[src/rtl/mdu_pkg.sv]
// Shared types and MDU op-code constants for the multiply/divide arbiter.
package mdu_pkg;

    typedef enum logic [1:0] {
        ST_IDLE,
        ST_ISSUE,
        ST_WAIT,
        ST_DONE
    } arb_state_e;

    typedef logic req_id_t;

    localparam int unsigned MT_W = 4;

    localparam logic [MT_W-1:0] mtMultiply         = 4'd0;
    localparam logic [MT_W-1:0] mtMultiplyUnsigned = 4'd1;
    localparam logic [MT_W-1:0] mtDivide           = 4'd2;
    localparam logic [MT_W-1:0] mtDivideUnsigned   = 4'd3;
    localparam logic [MT_W-1:0] mtMADD             = 4'd4;
    localparam logic [MT_W-1:0] mtMADDU            = 4'd5;
    localparam logic [MT_W-1:0] mtMSUB             = 4'd6;
    localparam logic [MT_W-1:0] mtMSUBU            = 4'd7;
    localparam logic [MT_W-1:0] mtSetHI            = 4'd8;
    localparam logic [MT_W-1:0] mtSetLO            = 4'd9;

endpackage

[src/rtl/rr_arb2.sv]
// Two-way round-robin picker: a sole requester wins, a tie goes to the one not granted last.
module rr_arb2
    import mdu_pkg::*;
(
    input  logic [1:0] valid,
    input  req_id_t    last,
    output logic [1:0] grant
);

    assign grant[0] = valid[0] & (~valid[1] | last);
    assign grant[1] = valid[1] & (~valid[0] | ~last);

endmodule

[src/rtl/mdu_arbiter.sv]
// Shares one multiply/divide unit between two pipe slots with per-slot kill.
// Optional watchdog on the WAIT state: define MDU_ARB_WATCHDOG_EN.
module mdu_arbiter
    import mdu_pkg::*;
#(
    parameter int unsigned DATA_W  = 32,
    parameter int unsigned CTRL_W  = 4,
    parameter int unsigned TIMEOUT = 64
) (
    input  logic              clk,
    input  logic              reset,
    input  logic              r0_valid,
    output logic              r0_ready,
    input  logic [CTRL_W-1:0] r0_ctrl,
    input  logic [DATA_W-1:0] r0_a,
    input  logic [DATA_W-1:0] r0_b,
    input  logic              r0_kill,
    output logic              r0_done,
    input  logic              r1_valid,
    output logic              r1_ready,
    input  logic [CTRL_W-1:0] r1_ctrl,
    input  logic [DATA_W-1:0] r1_a,
    input  logic [DATA_W-1:0] r1_b,
    input  logic              r1_kill,
    output logic              r1_done,
    output logic [DATA_W-1:0] done_hi,
    output logic [DATA_W-1:0] done_lo,
    output logic              mdu_start,
    output logic [CTRL_W-1:0] mdu_ctrl,
    output logic [DATA_W-1:0] mdu_a,
    output logic [DATA_W-1:0] mdu_b,
    input  logic              mdu_busy,
    input  logic [DATA_W-1:0] mdu_hi,
    input  logic [DATA_W-1:0] mdu_lo,
    output logic              arb_busy,
    output logic              wdt_err
);

    arb_state_e        state_q, state_d;
    req_id_t           owner_q, owner_d;
    req_id_t           last_q, last_d;
    logic              killed_q, killed_d;
    logic [CTRL_W-1:0] ctrl_q, ctrl_d;
    logic [DATA_W-1:0] a_q, a_d;
    logic [DATA_W-1:0] b_q, b_d;

`ifdef MDU_ARB_WATCHDOG_EN
    localparam int unsigned CNT_W = $clog2(TIMEOUT + 1);
    logic [CNT_W-1:0] wdt_cnt_q, wdt_cnt_d;
    logic             wdt_err_q, wdt_err_d;
`endif

    logic [1:0] grant;
    logic       accept0, accept1;
    logic       owner_kill;
    logic       is_set_op;
    logic       done_act;

    rr_arb2 u_rr_arb2 (
        .valid ({r1_valid, r0_valid}),
        .last  (last_q),
        .grant (grant)
    );

    assign r0_ready   = (state_q == ST_IDLE) & grant[0] & ~r0_kill;
    assign r1_ready   = (state_q == ST_IDLE) & grant[1] & ~r1_kill;
    assign accept0    = r0_ready & r0_valid;
    assign accept1    = r1_ready & r1_valid;
    assign owner_kill = owner_q ? r1_kill : r0_kill;
    assign is_set_op  = (ctrl_q == CTRL_W'(mtSetHI)) || (ctrl_q == CTRL_W'(mtSetLO));

    // A kill landing in the DONE cycle itself still suppresses the pulse.
    assign done_act  = (state_q == ST_DONE) & ~killed_q & ~owner_kill;
    assign r0_done   = done_act & ~owner_q;
    assign r1_done   = done_act & owner_q;
    assign done_hi   = done_act ? mdu_hi : '0;
    assign done_lo   = done_act ? mdu_lo : '0;

    assign mdu_start = (state_q == ST_ISSUE);
    assign mdu_ctrl  = ctrl_q;
    assign mdu_a     = a_q;
    assign mdu_b     = b_q;
    assign arb_busy  = (state_q != ST_IDLE);

    // Next-state and operand capture.
    always_comb begin
        state_d  = state_q;
        owner_d  = owner_q;
        last_d   = last_q;
        killed_d = killed_q;
        ctrl_d   = ctrl_q;
        a_d      = a_q;
        b_d      = b_q;
`ifdef MDU_ARB_WATCHDOG_EN
        wdt_cnt_d = wdt_cnt_q;
        wdt_err_d = wdt_err_q;
`endif
        case (state_q)
            ST_IDLE: begin
                if (accept0 || accept1) begin
                    owner_d = accept1;
                    last_d  = accept1;
                    ctrl_d  = accept1 ? r1_ctrl : r0_ctrl;
                    a_d     = accept1 ? r1_a : r0_a;
                    b_d     = accept1 ? r1_b : r0_b;
                    state_d = ST_ISSUE;
                end
            end
            ST_ISSUE: begin
                if (owner_kill) killed_d = 1'b1;
                state_d = is_set_op ? ST_DONE : ST_WAIT;
`ifdef MDU_ARB_WATCHDOG_EN
                wdt_cnt_d = '0;
`endif
            end
            ST_WAIT: begin
                if (owner_kill) killed_d = 1'b1;
                if (!mdu_busy) state_d = ST_DONE;
`ifdef MDU_ARB_WATCHDOG_EN
                wdt_cnt_d = wdt_cnt_q + CNT_W'(1);
                if (mdu_busy && (wdt_cnt_q == CNT_W'(TIMEOUT - 1))) begin
                    wdt_err_d = 1'b1;
                    killed_d  = 1'b0;
                    state_d   = ST_IDLE;
                end
`endif
            end
            ST_DONE: begin
                killed_d = 1'b0;
                state_d  = ST_IDLE;
            end
            default: state_d = ST_IDLE;
        endcase
    end

    always_ff @(posedge clk) begin
        if (reset) begin
            state_q  <= ST_IDLE;
            owner_q  <= 1'b0;
            last_q   <= 1'b1;
            killed_q <= 1'b0;
            ctrl_q   <= '0;
            a_q      <= '0;
            b_q      <= '0;
`ifdef MDU_ARB_WATCHDOG_EN
            wdt_cnt_q <= '0;
            wdt_err_q <= 1'b0;
`endif
        end else begin
            state_q  <= state_d;
            owner_q  <= owner_d;
            last_q   <= last_d;
            killed_q <= killed_d;
            ctrl_q   <= ctrl_d;
            a_q      <= a_d;
            b_q      <= b_d;
`ifdef MDU_ARB_WATCHDOG_EN
            wdt_cnt_q <= wdt_cnt_d;
            wdt_err_q <= wdt_err_d;
`endif
        end
    end

`ifdef MDU_ARB_WATCHDOG_EN
    assign wdt_err = wdt_err_q;
`else
    logic unused_timeout;
    assign unused_timeout = ^32'(TIMEOUT);
    assign wdt_err = 1'b0;
`endif

endmodule

[config.mk]
export PLATFORM = sky130hd
export DESIGN_NAME = mdu_arbiter
export DESIGN_NICKNAME = d
export VERILOG_FILES = /design/src/rtl/mdu_pkg.sv /design/src/rtl/rr_arb2.sv /design/src/rtl/mdu_arbiter.sv
export SDC_FILE = /design/constraint.sdc
export NUM_CORES = 1
export LEC_CHECK = 0
export CAP_MARGIN = 20
export CORE_AREA = 2 2 135 137
export DETAILED_ROUTE_END_ITERATION = 10
export DIE_AREA = 0 0 137 139
export MAX_ROUTING_LAYER = met4
export RECOVER_POWER = 25
export SLEW_MARGIN = 10
export SYNTH_ARGS = -nofsm -noshare
export SYNTH_HDL_FRONTEND = slang
export SYNTH_SLANG_ARGS = --single-unit
[constraint.sdc]
create_clock -name clk -period 2.3 [get_ports clk]
set_clock_uncertainty 0.05 [all_clocks]
set_input_delay 0.46 -clock clk [delete_from_list [all_inputs] [get_ports clk]]
set_output_delay 0.46 -clock clk [all_outputs]
set_load 0.01 [all_outputs]
* Yosys cells after proc, flatten, opt, wreduce, memory -nomap -nowiden *
Cells that the tools add are included.

word-level totals
  input port bits = 207
  bits in registers = 73

cells by class
  reduce and logical (&&, ||, !) cells = 9
  bitwise gates (word level) = 22
  eq/ne operators = 8
  muxes and demuxes = 12

operator list
  cell                                                                      count
  32-bit two-way mux                                                        4
  1-bit bitwise AND                                                         12
  4-bit equality test (second input constant)                               2
  1-bit NOT                                                                 8
  2-bit one-hot mux with 4 select lines                                     1
  2-bit AND reduction                                                       3
  2-bit equality test (second input constant)                               2
  2-bit two-way mux                                                         2
  4-bit two-way mux                                                         1
  2-bit by 1-bit inequality test with 1-bit output (second input constant)  2
  2-bit nonzero test                                                        2
  1-bit two-way mux                                                         3
  2-bit by 1-bit equality test with 1-bit output (second input constant)    1
  2-bit zero test                                                           1
  1-bit logical OR                                                          2
  2-bit inequality test (second input constant)                             1
  1-bit bitwise OR                                                          2
  1-bit one-hot mux with 2 select lines                                     1
  2-bit OR reduction                                                        1

* Depth between registers and ports, before layout *
Gate-level depths: netlist (run 1).

  depth in word-level cells = 9
  mapped depth = 9
  mapped depth without buffers = 6

* Modules after synthesis *
From an unflattened synthesis (run 1), not the netlist that was laid out.

second synthesis, totals
  cells, all modules = 419
  area total of the unflattened synthesis = 3833.7 um2

modules (own cells, without submodules)
  module       instances  area an instance (um2)  cells each
  mdu_arbiter  1          3814.9                  416
  rr_arb2      1          18.8                    3

* Worst setup path after synthesis (run 1) *
OpenSTA, ideal clock, no wires.

  kind = register -> output
  start point = register state_q[0]
  end point = output r0_ready
  stages on the path, launching flop included = 7
  slack = 0.345 ns
  arrival = 1.445 ns
  path buffers = 3
  cells stage by stage = dfxtp_1 > inv_1 > ha_1 > buf_2 > buf_1 > buf_2 > and3_1

on the way
  longest elaborated chain between the ends = 3

ends and longest elaborated chain
  item                             line                text
  from (decl)                      mdu_arbiter.sv:39   arb_state_e state_q, state_d;
  from (signal assigned)           mdu_arbiter.sv:150  state_q <= state_d;
  2-bit zero test                  mdu_arbiter.sv:65   assign r0_ready = (state_q == ST_IDLE) & grant[0] & ~r0_kill;
  1-bit bitwise AND (2 in series)  mdu_arbiter.sv:65
  to (decl)                        mdu_arbiter.sv:13   output logic r0_ready,

No other way between the ends.

* Worst setup path after layout (run 1) *
  start point = register owner_q
  end point = output done_hi[29]

on the way
  longest elaborated chain between the ends = 4

ends and longest elaborated chain
  item                    line                text
  from (decl)             mdu_arbiter.sv:40   req_id_t owner_q, owner_d;
  from (signal assigned)  mdu_arbiter.sv:151  owner_q <= owner_d;
  1-bit two-way mux       mdu_arbiter.sv:69   assign owner_kill = owner_q ? r1_kill : r0_kill;
  1-bit NOT               mdu_arbiter.sv:73   assign done_act = (state_q == ST_DONE) & ~killed_q & ~owner_kill;
  1-bit bitwise AND       mdu_arbiter.sv:73
  32-bit two-way mux      mdu_arbiter.sv:76   assign done_hi = done_act ? mdu_hi : '0;
  to (decl)               mdu_arbiter.sv:26   output logic [DATA_W-1:0] done_hi,

No other way between the ends.

==> impl_metrics.tcl, run 1 <==
set metrics [dict create \
    coreArea_mm2 0.01766 \
    synth_common_cells "nand2_1, dfxtp_1, a21oi_1, a311oi_1, and2_1" \
    fp.dieH_um 139 \
    async_flop_share 0 \
    grt_pass1_vias 4980 \
    min_from "killed_q" \
    area_growth_pct 117.3 \
    place.gp.congestion 0.8014 \
    grt_max_degree 45 \
    crit_path_top_delay_cell "dfxtp_2" \
    ys.flop_type "dfxtp_1" \
    worst_path_most_repeated_cell "buf_6" \
    wl_met3_um 1495 \
    drc 0 \
    path_clk_slew_ns 0.06 \
    synth_compound_area_frac 0.2680 \
    peakVddDrop_mv 0.3682 \
    hold_class "flop to flop" \
    design.die.area_mm2 0.01904 \
    fin_ws_ns -0.09558 \
    violations "negative setup slack" \
    r2r_end "mdu_b[30]" \
    required_ns 1.79 \
    path_class "flop to output pin" \
    m1WireLength_um 6817 \
    ios 346 \
    crit_family "buffers and inverters" \
    fillers 1687 \
    cp-start-kind "flop" \
    routed.top_layer "met4" \
    syn_nets 715 \
    htree_levels 3 \
    yosys-top-cells-area "dfxtp_1, a311oi_1, nand2_1" \
    ys_seq_area_frac 0.3763 \
    synth_edf_count 0 \
    nNetsFinal 1062 \
    drt_iter0_drc 230 \
    grt_setup_unrepaired "yes" \
    endpoint_kind "output pin" \
    synth.ff_latch_count 73 \
    r2r-start "state_q[0]" \
    clock_latency_ns 0.34 \
    place_ws_ns -0.6160 \
    synth-adder-area-share 0.01611 \
    yosysWarningCount 0 \
    track_usage 0.1970 \
    vias 5061 \
    synth_area_leader_cell "dfxtp_1" \
    grt_overflow_total 0 \
    cts_buffers 9 \
    cts-root-buf "clkbuf_16" \
    hold_viol_final 0 \
    synthMuxAreaShare 0.002899 \
    p_leak_nw 3.453 \
    maxSlewViolCount 0 \
    crit_arrival_ns 1.89 \
    start_util 0.2200 \
    routed_wirelength_um 19100 \
    setup_viol 57 \
    multi_input_area_mm2 0.002300 \
    critPathMaxStageDelay_ns 0.34 \
    synth_top_area_frac 0.3763 \
    dpl_cell_area_mm2 0.007717 \
    finalCritPeriodShare 1.042 \
    yosys.area_share.simple 0.2661 \
    reg2reg_slack_ns 0.40 \
    cts_tree "yes" \
    critPathMaxFanout 6 \
    wl_per_cell_um 17.57 \
    netlist_area_mm2 0.003884 \
    dp_hpwl_um 13310 \
    tns_ns -3.722 \
    clock_path_buffers 2 \
    drive_gt1_frac 0.2175 \
    status "finished, violations left" \
    synth_xor_area_frac 0 \
    ff_latch_area_mm2 0.001463 \
    met2_length_um 10060 \
    viasPerCell 4.656 \
    fin_crit_ns 2.396 \
    grt_first_pass_wirelength_um 27770 \
    portBuffers 344 \
    holdPathStages 2 \
    max-cap-violations 0 \
    layout.cells.non_filler 1087 \
    p_per_area_mw_per_mm2 758.5 \
    place_inst 1053 \
    syn-mean-instance-area_um2 7.721 \
    hold_path_end "killed_q" \
    firstDrtPassIters 4 \
    antenna_found_initial 3 \
    synth.distinct_cells 33 \
    ant_nets 0 \
    die_x_um 137 \
    synthCells 503 \
    crit_path_cell_trace "mux2_4, nor3b_4, buf_6, buf_8, buf_12, and2_4, buf_6" \
    synth_top_family_by_area "compound AO/OA/AOI/OAI gates" \
    fmax_mhz 417.4 \
    num_rows 49 \
    yosysMostFrequentCell "nand2_1" \
    r2r_cells 9 \
    cts.sinks 73 \
    fin_area_mm2 0.008438 \
    crit_buf_inv 4 \
]
## cell families after synthesis
kind of cell	Yosys count
adders and majority gates	5
buffers and inverters	58
other	1
AOI/OAI and AO/OA	149
DFF	73
and+or+nand+nor	216
muxes	1
## power breakdown
part	switching (W)	internal (W)
logic	0.00148	0.00157
clock network	0.000568	0.00101
registers	0.000170	0.00160
## sequential cells by signal, indices dropped and copies added, names as in the netlist
name	cells
last_q	1
killed_q	1
owner_q	1
mdu_ctrl	4
state_q	2
mdu_a	32
mdu_b	32
## per-layer routing
metal / vias to the layer above / global-route usage
met5: - / -
met4: 0 / 0.08899
met3: 39 / 0.04020
met2: 250 / 0.3590
met1: 2303 / 0.1991
li1: 2469 / -
## worst max path at each step
stage / from / to / slack, ns / cells past startpoint
final: owner_q / done_hi[29] / -0.1 / 7
after global routing: owner_q / done_hi[28] / -0.16 / 7
after global placement: r0_kill / done_hi[24] / -0.60 / 6
after detailed placement: r0_kill / done_hi[24] / -0.62 / 6
after CTS: owner_q / done_lo[19] / -0.17 / 8
after floorplan: state_q[0] / r0_ready / 0.34 / 6
## area by class of cell
class	instances	area share
Timing Repair Buffer	388	0.4773
Antenna cell	3	0.0008897
Inverter	6	0.002669
Clock buffer	12	0.03040
Tap cell	229	0.03396
Multi-Input combinational cell	372	0.2725
Sequential cell	73	0.1733
Clock inverter	4	0.008897
## cells in the final DEF, fill, tap and decap left out, types with 3 or more instances in the layout
cell	Yosys	final
clkdlybuf4s50_1	0	239
nand2_1	139	139
dfxtp_1	73	72
a21oi_1	70	70
a311oi_1	68	68
buf_6	3	53
and2_4	0	50
dlygate4sd3_1	0	33
buf_4	1	18
buf_2	21	17
buf_12	0	16
and2_1	65	15
clkbuf_16	0	9
inv_1	5	5
dlygate4sd2_1	0	5
ha_1	5	4
diode_2	0	3
o21ai_0	3	3
buf_16	0	3
## tightest hold or removal path, stage by stage (launching register included)
cell and delay [ns]:
dfxtp_1 0.33, nand2_1 0.06, a21oi_1 0.06
## through the flow
| step | util | hold WS, ns | total power [W] |
|---|---|---|---|
| final | 0.4779 | 0.4548 | 0.006401 |
| after global routing | 0.4779 | 0.4682 | 0.006797 |
| after CTS | 0.4696 | 0.4581 | 0.006554 |
| after detailed placement | 0.4371 | 0.4466 | 0.004825 |
| after global placement | 0.4371 | 0.4383 | 0.004824 |
| after floorplan | - | 0.3934 | 0.003168 |
## repair_timing
item / CTS / global route
endpoints found under the setup margin: 69 / 66
resized for setup: 327 / 61
hold buffers: 0 / 0
cloned: 7 / 0
setup buffers: 12 / 1
pin swaps: 32 / 18
Power figures use the tool's default switching activity.
==> run 2, diff against run 1 <==
- CTS_CLUSTER_SIZE: unset -> 25
- MAX_ROUTING_LAYER: met4 -> unset
==> impl_metrics.tcl, run 2 (same netlist as run 1, synthesis figures left out) <==
set metrics [dict create \
    portBuffers 344 \
    drive_gt1_frac 0.2175 \
    status "finished, violations left" \
    num_rows 49 \
    fin_crit_ns 2.390 \
    clock_latency_ns 0.34 \
    p_leak_nw 3.453 \
    power_w 0.006400 \
    hold_viol_final 0 \
    ant_nets 0 \
    hold_class "flop to flop" \
    dp_hpwl_um 13310 \
    track_usage 0.1915 \
    r2r-start "state_q[0]" \
    mostFrequentLayoutCell "clkdlybuf4s50_1" \
    grt_max_degree 45 \
    crit_path_cell_trace "mux2_4, nor3b_4, buf_6, buf_8, buf_12, and2_4, buf_6" \
    fp.dieH_um 139 \
    min_from "killed_q" \
    clock_path_buffers 2 \
    endpoint_kind "output pin" \
    crit_path_top_delay_cell "dfxtp_2" \
    die_x_um 137 \
    grt_overflow_total 0 \
    path_class "flop to output pin" \
    grt_pass1_vias 4955 \
    area_growth_pct 117.3 \
    fmax_mhz 418.4 \
    worst_path_most_repeated_cell "buf_6" \
    routed_wirelength_um 19120 \
    firstDrtPassIters 4 \
    critPathLaunch "owner_q" \
    crit_buf_inv 4 \
    start_util 0.2200 \
    cts.sinks 73 \
    drt_iter0_drc 194 \
    ios 346 \
    path_clk_slew_ns 0.06 \
    cts_buffers 9 \
    design.die.area_mm2 0.01904 \
    setup_viol 56 \
    hold_buffers 0 \
    grt_first_pass_wirelength_um 27830 \
    antenna_found_initial 3 \
    crit_family "buffers and inverters" \
    critPathMaxFanout 6 \
    tns_ns -3.473 \
    wl_per_cell_um 17.59 \
    cts-root-buf "clkbuf_16" \
    violations "negative setup slack" \
    r2r_cells 9 \
    crit_arrival_ns 1.88 \
    max-cap-violations 0 \
    critPathMaxStageDelay_ns 0.34 \
    cts_tree "yes" \
    final_util 0.4779 \
    final_cell_mix "clkdlybuf4s50_1, nand2_1, dfxtp_1, a21oi_1, a311oi_1" \
    holdWs_ns 0.4547 \
    viasPerCell 4.658 \
    nNetsFinal 1062 \
    crit_cells 7 \
    grt_setup_unrepaired "yes" \
    required_ns 1.79 \
    fillers 1687 \
    cp-start-kind "flop" \
    place.gp.congestion 0.7903 \
    peakVddDrop_mv 0.3685 \
    p_per_area_mw_per_mm2 758.5 \
    finalCritPeriodShare 1.039 \
    holdPathStages 2 \
    fin_ws_ns -0.09004 \
    coreArea_mm2 0.01766 \
    drc 0 \
    vias 5063 \
    htree_levels 3 \
    maxSlewViolCount 0 \
]
==> run 2: cell counts in the layout (fill, tap and decap cells not counted) <==
No cell type changed its count.
==> run 2: repair_timing <==
action,4_1_cts,5_1_grt
pin swaps,32,18
resized for setup,327,61
endpoints found under the setup margin,69,66
gates cloned,7,0
setup buffers,12,1
==> run 2: cell type report <==
cell class	count	area (um^2)	area share
multi-input cells	372	2300	0.2725
diodes	3	7.507	0.0008897
clock inverters	4	75.07	0.008897
repair buffers	388	4028	0.4773
clock buffers	12	256.5	0.03040
flip-flops and latches	73	1463	0.1733
inverters	6	22.52	0.002669
well taps	229	286.5	0.03396
==> run 2: per-stage QoR <==
| step | instance area (um^2) | std cells | setup WS [ns] |
|---|---|---|---|
| 2_1_floorplan | 3884 | 503 | 0.3447 |
| 3_3_place_gp | 7717 | 1053 | -0.6031 |
| 3_5_place_dp | 7717 | 1053 | -0.6160 |
| 4_1_cts | 8292 | 1088 | -0.1670 |
| 5_1_grt | 8438 | 1087 | -0.1606 |
| 6_report | 8438 | 1087 | -0.09004 |
==> run 2: path summary, 6_finish.rpt <==
kind | end | slack (ns)
worst min register to register | killed_q | 0.45
worst max register to register | mdu_b[30] | 0.39
worst max-delay path | done_hi[29] | -0.09
worst min-delay path | killed_q | 0.45
==> run 2: report_power, final <==
part           switching, W  internal, W
Clock              0.000565      0.00101
Sequential         0.000170      0.00160
Combinational       0.00149      0.00157
==> run 2: worst register-to-register path: stages, from the launching register on <==
cell and delay (ns):
dfxtp_1 0.31, clkbuf_1 0.13, inv_1 0.16, ha_4 0.21
nand3_4 0.08, inv_2 0.06, buf_4 0.11, buf_4 0.31
nand2_1 0.10, a311oi_1 0.29
==> run 2: per-layer routing <==
metal | vias to the layer above | global-route usage | share of wire
met3 | 40 | 0.05409 | 0.089
met2 | 243 | 0.3606 | 0.53
li1 | 2470 | - | -
met1 | 2310 | 0.1906 | 0.35
met4 | 0 | 0.08681 | 0.038
met5 | - | 0 | 0
==> run 3, diff against run 2 <==
- SKIP_LAST_GASP: unset -> 1
==> impl_metrics.tcl, run 3 (same netlist as run 1, synthesis figures left out) <==
set metrics [dict create \
    holdWs_ns 0.4548 \
    setup_viol 60 \
    hold_path_end "killed_q" \
    antenna_found_initial 3 \
    dp_hpwl_um 13310 \
    firstDrtPassIters 4 \
    ios 346 \
    fp.dieH_um 139 \
    portBuffers 344 \
    drc 0 \
    drive_gt1_frac 0.2343 \
    required_ns 1.79 \
    crit_arrival_ns 1.92 \
    reg2reg_slack_ns 0.40 \
    endpoint_kind "output pin" \
    cts-root-buf "clkbuf_16" \
    place_inst 1053 \
    fin_crit_ns 2.429 \
    min_from "killed_q" \
    maxSlewViolCount 0 \
    peakVddDrop_mv 0.3709 \
    cts_buffers 9 \
    drt_iter0_drc 174 \
    viasPerCell 4.652 \
    htree_levels 3 \
    grt_max_degree 45 \
    r2r_cells 9 \
    p_per_area_mw_per_mm2 747.7 \
    clock_path_buffers 2 \
    grt_setup_unrepaired "yes" \
    grt_pass1_vias 4954 \
    start_util 0.2200 \
    holdPathStages 2 \
    r2r_end "mdu_b[30]" \
    cts_tree "yes" \
    die_x_um 137 \
    max_slew_margin 0.6650 \
    path_clk_slew_ns 0.06 \
    ant_nets 0 \
    max-cap-violations 0 \
    finalCritPeriodShare 1.056 \
    fillers 1659 \
    grt_first_pass_wirelength_um 27790 \
    p_leak_nw 3.506 \
    cts.sinks 73 \
    hold_buffers 0 \
    critPathMaxFanout 8 \
    final_cell_mix "clkdlybuf4s50_1, nand2_1, dfxtp_1, a21oi_1, a311oi_1" \
    hold_class "flop to flop" \
    violations "negative setup slack" \
    num_rows 49 \
    dpl_cell_area_mm2 0.007717 \
    routed_wirelength_um 19450 \
    fin_ws_ns -0.1295 \
    status "finished, violations left" \
    worst_slew_pin_slew_ns 0.5025 \
    nNetsFinal 1065 \
    coreArea_mm2 0.01766 \
    wl_per_cell_um 17.85 \
    tns_ns -4.863 \
    track_usage 0.1914 \
    grt_overflow_total 0 \
    fmax_mhz 411.6 \
    area_growth_pct 121.8 \
    hold_viol_final 0 \
    fin_area_mm2 0.008613 \
    r2r-start "state_q[0]" \
    vias 5071 \
    layout.cells.non_filler 1090 \
    path_class "flop to output pin" \
    place.gp.congestion 0.7903 \
    design.die.area_mm2 0.01904 \
    cp-start-kind "flop" \
    mostFrequentLayoutCell "clkdlybuf4s50_1" \
    clock_latency_ns 0.34 \
]
[run 3: where the power goes]
| part | switching [W] | leakage [nW] | internal [W] | total (W) |
|---|---|---|---|---|
| Sequential | 0.000170 | 0.603 | 0.00160 | 0.00177 |
| Combinational | 0.00150 | 2.75 | 0.00159 | 0.00309 |
| Clock | 0.000566 | 0.155 | 0.00101 | 0.00158 |
[run 3: layout make-up]
type | count | area [um^2] | area share
tap | 229 | 286.5 | 0.03327
sequential | 73 | 1463 | 0.1698
multi-input combinational | 372 | 2330 | 0.2705
clock buffer | 12 | 256.5 | 0.02978
antenna | 3 | 7.507 | 0.0008716
clock inverter | 4 | 75.07 | 0.008716
timing repair buffer | 391 | 4173 | 0.4845
inverter | 6 | 22.52 | 0.002615
[run 3: worst max path at each step]
stage / start / to / depth (start not counted)
4_1_cts: owner_q / done_hi[6] / 7
6_report: owner_q / done_hi[4] / 7
3_5_place_dp: r0_kill / done_hi[24] / 6
2_1_floorplan: state_q[0] / r0_ready / 6
5_1_grt: owner_q / done_hi[4] / 7
3_3_place_gp: r0_kill / done_hi[24] / 6
[run 3: timing repair]
item                                    CTS  global route
resized for setup                       313           101
pin swaps                                31            29
setup buffers                            12             1
endpoints found under the setup margin   69            66
gates cloned                              7             2
[run 3: per-stage QoR]
stage | total power [W] | util | setup WS, ns
finish | 0.006441 | 0.4878 | -0.1295
global route | 0.006835 | 0.4878 | -0.1960
CTS | 0.006556 | 0.4728 | -0.2001
detailed placement | 0.004825 | 0.4371 | -0.6160
global placement | 0.004824 | 0.4371 | -0.6031
floorplan | 0.003168 | - | 0.3447
[run 3: routing by layer]
layer | part of all wire | GRT usage | vias up
li1 | - | - | 2476
met1 | 0.34 | 0.1901 | 2310
met2 | 0.54 | 0.3616 | 251
met3 | 0.084 | 0.05263 | 34
met4 | 0.036 | 0.08681 | 0
met5 | 0 | 0 | -
[run 3: worst max-delay path: stages, from the launching register on]
cell and delay (ns):
dfxtp_2 0.34, mux2_4 0.32, nor3b_4 0.23, buf_6 0.17, buf_8 0.13, clkbuf_16 0.15, and2_4 0.14, buf_6 0.09
